File: src/rtl/load_store_unit.sv
// Byte-addressed RV32I load/store front end for a 64x32 word memory; sub-word stores use
// a two-cycle read-modify-write. Define MISALIGN_TRAP_EN to flag misaligned accesses.
module load_store_unit #(
    parameter int unsigned ADDR_W = 8
) (
    input  logic              clk,
    input  logic              rst_n,
    input  logic              req_valid,
    output logic              req_ready,
    input  logic              req_we,
    input  logic [2:0]        req_funct3,
    input  logic [ADDR_W-1:0] req_addr,
    input  logic [31:0]       req_wdata,
    output logic              resp_valid,
    output logic [31:0]       resp_rdata,
    output logic              resp_misaligned,
    output logic              mem_read,
    output logic              mem_write,
    output logic [ADDR_W-3:0] mem_addr,
    output logic [31:0]       mem_wdata,
    input  logic [31:0]       mem_rdata
);

    typedef enum logic [0:0] {StIdle, StRmwWr} state_e;

    state_e            state_q, state_d;
    logic              resp_valid_q, resp_valid_d;
    logic [31:0]       resp_rdata_q, resp_rdata_d;
    logic              resp_mis_q, resp_mis_d;
    logic [ADDR_W-3:0] rmw_addr_q, rmw_addr_d;
    logic [31:0]       rmw_old_q, rmw_old_d;
    logic [3:0]        rmw_mask_q, rmw_mask_d;
    logic [31:0]       rmw_data_q, rmw_data_d;

    logic        rd_en, wr_en;
    logic [1:0]  size;
    logic        is_b, is_h, is_w;
    logic        legal;
    logic        trap;
    logic [1:0]  off;
    logic [31:0] rd_shift;
    logic [31:0] ld_data;
    logic [31:0] st_data;
    logic [3:0]  st_mask;
    logic [31:0] mask32;

    assign size = req_funct3[1:0];
    assign is_b = (size == 2'd0);
    assign is_h = (size == 2'd1);
    assign is_w = (size == 2'd2);

    always_comb begin
        legal = 1'b0;
        if (req_we) begin
            legal = (req_funct3 == 3'b000) || (req_funct3 == 3'b001) || (req_funct3 == 3'b010);
        end else begin
            legal = (req_funct3 == 3'b000) || (req_funct3 == 3'b001) || (req_funct3 == 3'b010) ||
                    (req_funct3 == 3'b100) || (req_funct3 == 3'b101);
        end
    end

`ifdef MISALIGN_TRAP_EN
    assign trap = legal & ((is_h & req_addr[0]) | (is_w & (req_addr[1:0] != 2'b00)));
    assign off  = req_addr[1:0];
`else
    // Without trapping, offending low bits are dropped so the access stays naturally aligned.
    assign trap = 1'b0;
    assign off  = is_w ? 2'b00 : (is_h ? {req_addr[1], 1'b0} : req_addr[1:0]);
`endif

    assign rd_shift = mem_rdata >> {off, 3'b000};

    always_comb begin
        ld_data = rd_shift;
        if (is_b) begin
            ld_data = req_funct3[2] ? {24'b0, rd_shift[7:0]} : {{24{rd_shift[7]}}, rd_shift[7:0]};
        end else if (is_h) begin
            ld_data = req_funct3[2] ? {16'b0, rd_shift[15:0]} :
                                      {{16{rd_shift[15]}}, rd_shift[15:0]};
        end
    end

    assign st_data = is_b ? {4{req_wdata[7:0]}} : {2{req_wdata[15:0]}};
    assign st_mask = is_b ? (4'b0001 << off) : (off[1] ? 4'b1100 : 4'b0011);

    always_comb begin
        mask32 = '0;
        for (int i = 0; i < 4; i++) begin
            mask32[8*i +: 8] = {8{rmw_mask_q[i]}};
        end
    end

    always_comb begin
        state_d      = state_q;
        resp_valid_d = 1'b0;
        resp_rdata_d = '0;
        resp_mis_d   = 1'b0;
        rmw_addr_d   = rmw_addr_q;
        rmw_old_d    = rmw_old_q;
        rmw_mask_d   = rmw_mask_q;
        rmw_data_d   = rmw_data_q;
        rd_en        = 1'b0;
        wr_en        = 1'b0;
        req_ready    = 1'b0;
        mem_addr     = req_addr[ADDR_W-1:2];
        mem_wdata    = req_wdata;
        unique case (state_q)
            StIdle: begin
                req_ready = 1'b1;
                if (req_valid) begin
                    resp_valid_d = 1'b1;
                    if (!legal || trap) begin
                        resp_mis_d = trap;
                    end else if (!req_we) begin
                        rd_en        = 1'b1;
                        resp_rdata_d = ld_data;
                    end else if (is_w) begin
                        wr_en = 1'b1;
                    end else begin
                        // Sub-word store: fetch the old word now, merge and write next cycle.
                        rd_en        = 1'b1;
                        resp_valid_d = 1'b0;
                        rmw_addr_d   = req_addr[ADDR_W-1:2];
                        rmw_old_d    = mem_rdata;
                        rmw_mask_d   = st_mask;
                        rmw_data_d   = st_data;
                        state_d      = StRmwWr;
                    end
                end
            end
            StRmwWr: begin
                wr_en        = 1'b1;
                mem_addr     = rmw_addr_q;
                mem_wdata    = (rmw_old_q & ~mask32) | (rmw_data_q & mask32);
                resp_valid_d = 1'b1;
                state_d      = StIdle;
            end
            default: state_d = StIdle;
        endcase
    end

    // Reset blocks any memory strobe, including a pending read-modify-write.
    assign mem_read  = rd_en & rst_n;
    assign mem_write = wr_en & rst_n;

    always_ff @(posedge clk) begin
        if (!rst_n) begin
            state_q      <= StIdle;
            resp_valid_q <= 1'b0;
            resp_rdata_q <= '0;
            resp_mis_q   <= 1'b0;
            rmw_addr_q   <= '0;
            rmw_old_q    <= '0;
            rmw_mask_q   <= '0;
            rmw_data_q   <= '0;
        end else begin
            state_q      <= state_d;
            resp_valid_q <= resp_valid_d;
            resp_rdata_q <= resp_rdata_d;
            resp_mis_q   <= resp_mis_d;
            rmw_addr_q   <= rmw_addr_d;
            rmw_old_q    <= rmw_old_d;
            rmw_mask_q   <= rmw_mask_d;
            rmw_data_q   <= rmw_data_d;
        end
    end

    assign resp_valid      = resp_valid_q;
    assign resp_rdata      = resp_rdata_q;
    assign resp_misaligned = resp_mis_q;

endmodule

File: config.mk
export PLATFORM = sky130hd
export DESIGN_NAME = load_store_unit
export DESIGN_NICKNAME = d
export VERILOG_FILES = /design/src/rtl/load_store_unit.sv
export SDC_FILE = /design/constraint.sdc
export NUM_CORES = 1
export LEC_CHECK = 0
export CAP_MARGIN = 20
export CORE_MARGIN = 2
export CORE_UTILIZATION = 42
export CTS_CLUSTER_SIZE = 28
export DETAILED_ROUTE_END_ITERATION = 8
export PLACE_DENSITY_LB_ADDON = 0.2
export SLEW_MARGIN = 15
export SYNTH_ARGS = -nofsm -noshare
export SYNTH_HDL_FRONTEND = slang
export SYNTH_SLANG_ARGS = --single-unit
File: constraint.sdc
create_clock -name clk -period 1.4 [get_ports clk]
set_input_delay 0.21 -clock clk [delete_from_list [all_inputs] [get_ports clk]]
set_output_delay 0.21 -clock clk [all_outputs]
set_load 0.1 [all_outputs]
==> impl_metrics.toml <==
[worst_setup_path]
reg2reg_from = "state_q"
critPathArrivalTime_ns = 2.32
reg2reg_depth = 8
worstPathMaxFanout = 8
end_kind = "register"
endpoint = "rmw_old_q[23]"
setup.worst_path.class = "register to register"
reg2reg_slack_ns = -0.70
crit_required_ns = 1.61
startpoint_type = "register"
worstReg2RegEnd = "rmw_old_q[23]"
critical_path.startpoint = "state_q"

[synthesis]
netlist_area_um2 = 4750
ys_seq_area_share_pct = 38.8
syn_avg_cell_area_um2 = 8.18
synthesis.nets = 660
synthTopCellsByArea = "dfxtp_1 (39%), nand2_1 (10%), mux2i_1 (8.4%), a21boi_0 (7.7%), a21oi_1 (3.8%)"
synth_top_area_share_pct = 38.8
synth.distinct_cells = 45
synth_edf_count = 0
synth_ff_type = "dfxtp_1"
synth-seq-cells = 92
async_flop_share_pct = 0
yosysWarnings = 0
yosysTopAreaCell = "dfxtp_1"
synthCells = 581

[final_layout]
syn_to_final_growth_pct = 117
drive_above_1_share_pct = 56.6
final.fill_count = 250
n_antenna_cell = 0
final_util_pct = 94.4
layout.nets = 902
multi_input_area_um2 = 4010
final-seq-area_um2 = 1860

[sta]
rsz0062_at_grt = "true"
tightestPinTransition_ns = 0.606
skew_ns = 0.0140
timing.final.hold_violations = 0
finalSetupViolCount = 133
min_period_ns = 2.10
fin_crit_sh_pct = 150
clock.fmax_ghz = 0.476
fin_ws_ns = -0.702
relSlewSlack_pct = 58.5
finalMaxSlewViolations = 0

[drt]
vias_per_cell = 6.99
ant_nets = 0
postRouteWirelength_um = 32300
drc_errors = 0
vias = 6770
drtIter0Drc = 988
drt_pass1_iterations = 8
post_drt_wl_per_cell_um = 33.3

[grt]
grt_use_total_pct = 42.9
antenna_found_initial = 0
grt_remaining_overflow = 0
grt_first_pass_wirelength_um = 38100
grt_use_met1_pct = 49.7
use_met3_pct = 11.2
grt_pass1_vias = 6379
grt.busiest_layer = "met2"
gr-usage-met2_pct = 70.0
grt_max_degree = 62

[job]
drv_cap = 0

[power]
vdd.ir_drop.worst_uv = 1240
p_per_area_nw_per_um2 = 828
total_power_uw = 8550
p_leak_uw = 0.00403

[clocking]
cts_buffer_depth = 2
cts_num_sinks = 92
numCtsBuffers = 9
clock_tree.root_cell = "clkbuf_16"
clk_latency_ns = 0.37
clk_pin_slew_ns = 0.08
htree_levels = 3
tritoncts = "built"

[status]
status = "finished with violations"
violations = "negative setup slack"

[placed_design]
dp_hpwl_um = 12500
gp_congestion = 0.917
portBuffers = 152

[floorplanning]
core_um2 = 10900
fp.dieH_um = 110
io_pins = 154
die_w_um = 110
dieArea_um2 = 12200
num_rows = 38
initial_core_util_pct = 43.4

[worst_hold_path]
hold_class = "input pin to register"
-- layer usage --
layer | wire length (um) | part of all wire (%)
met1 | 10100 | 31
met2 | 13800 | 43
met3 | 4640 | 14
met4 | 3680 | 11
met5 | 38 | 0.12
-- worst min path at each step --
stage | from | to | cells past startpoint | slack, ns
floorplan | mem_rdata[25] | resp_rdata[25] | 2 | 0.34
global placement | rmw_addr_q[4] | rmw_addr_q[4] | 2 | 0.45
detailed placement | rmw_old_q[27] | rmw_old_q[27] | 2 | 0.46
CTS | req_valid | resp_valid | 3 | 0.35
global route | req_funct3[2] | resp_rdata[15] | 3 | 0.28
finish | req_funct3[2] | resp_rdata[15] | 3 | 0.28
-- kinds of logic after synthesis --
group / count (synthesis) / share of synthesized area, %
simple gates: 232 / 22.3
compound gates: 151 / 21.4
buf+inv: 52 / 5.98
mux: 53 / 11.5
other cells: 1 / 0.0789
flops: 92 / 38.8
-- synthesized netlist by cell type (all sizes together) (2+ instances only) --
| cell | count |
|---|---|
| o211a | 8 |
| o211ai | 2 |
| dfxtp | 92 |
| mux2i | 40 |
| nor3 | 9 |
| a21boi | 49 |
| a21oi | 36 |
| a211o | 2 |
| nor2 | 45 |
| and2 | 4 |
| o21ai | 26 |
| nor2b | 5 |
| buf | 32 |
| nand2b | 3 |
| nand2 | 132 |
| clkbuf | 19 |
| and3 | 3 |
| nand3 | 25 |
| o21a | 7 |
| a2bb2oi | 2 |
| a22oi | 16 |
| mux2 | 13 |
-- timing repair --
action                                  4_1_cts  5_1_grt
hold buffers                                  0        0
buffers inserted                             22        9
pin swaps                                    77       43
gates resized for setup                     223      135
gates cloned                                 17        5
endpoints found under the setup margin      132      132
-- sequential cells by signal, summed over array words and instances (netlist names) --
| signal | count |
|---|---|
| state_q | 1 |
| rmw_addr_q | 6 |
| rmw_old_q | 32 |
| resp_valid | 1 |
| rmw_mask_q | 4 |
| resp_rdata | 32 |
| rmw_data_q | 16 |
-- critical path, stage by stage (launching register included) --
cell	delay, ns
dfxtp_4	0.40
buf_6	0.14
buf_6	0.13
nor3_4	0.17
buf_6	0.18
buf_12	0.14
buf_16	0.13
nand2_1	0.19
a21boi_1	0.45
-- cell usage in the layout (no fill, tap or decap), types with 8 or more instances in the layout --
cell type and n:
buf_12 98, dfxtp_1 87, clkdlybuf4s50_1 70, nand2_1 68, buf_4 64, nand2_2 55
a21oi_4 34, a21boi_1 29, nor2_4 26, nand3_2 22, a21boi_2 20, buf_6 16
mux2i_1 15, mux2i_2 14, o21ai_0 14, clkbuf_16 14, nor2_1 13, a22oi_1 12
buf_16 12, mux2i_4 11, o21ai_2 9, nand2_4 9, o211a_1 8
-- power breakdown --
group | leakage, uW | internal [uW] | total (uW) | switching, uW
Combinational | 0.00311 | 1110 | 2730 | 1620
Clock | 0.000173 | 1850 | 3060 | 1220
Sequential | 0.000748 | 2670 | 2760 | 88.9
Total | 0.00403 | 5630 | 8550 | 2920
-- final cells by class --
| type | count | share of cell area (%) |
|---|---|---|
| Timing Repair Buffer | 279 | 38.1 |
| Multi-Input combinational cell | 440 | 38.8 |
| Tap cell | 140 | 1.70 |
| Clock buffer | 12 | 2.48 |
| Sequential cell | 92 | 18.0 |
| Clock inverter | 4 | 0.921 |
| Inverter | 1 | 0.0727 |
-- stage by stage --
stage                     cell area [um^2]  hold slack, ns  instances  TNS, ns  setup WS [ns]
after detailed placement              8120           0.460        904   -49.34         -0.606
final                                10300           0.284        968   -37.67         -0.702
after floorplan                       5310           0.338        581    -8.72         -0.254
after CTS                             9710           0.354        958   -24.04         -0.298
after global routing                 10300           0.283        968   -40.30         -0.724
after global placement                8120           0.450        904   -44.33         -0.514
(Power assumes the default switching activity.)
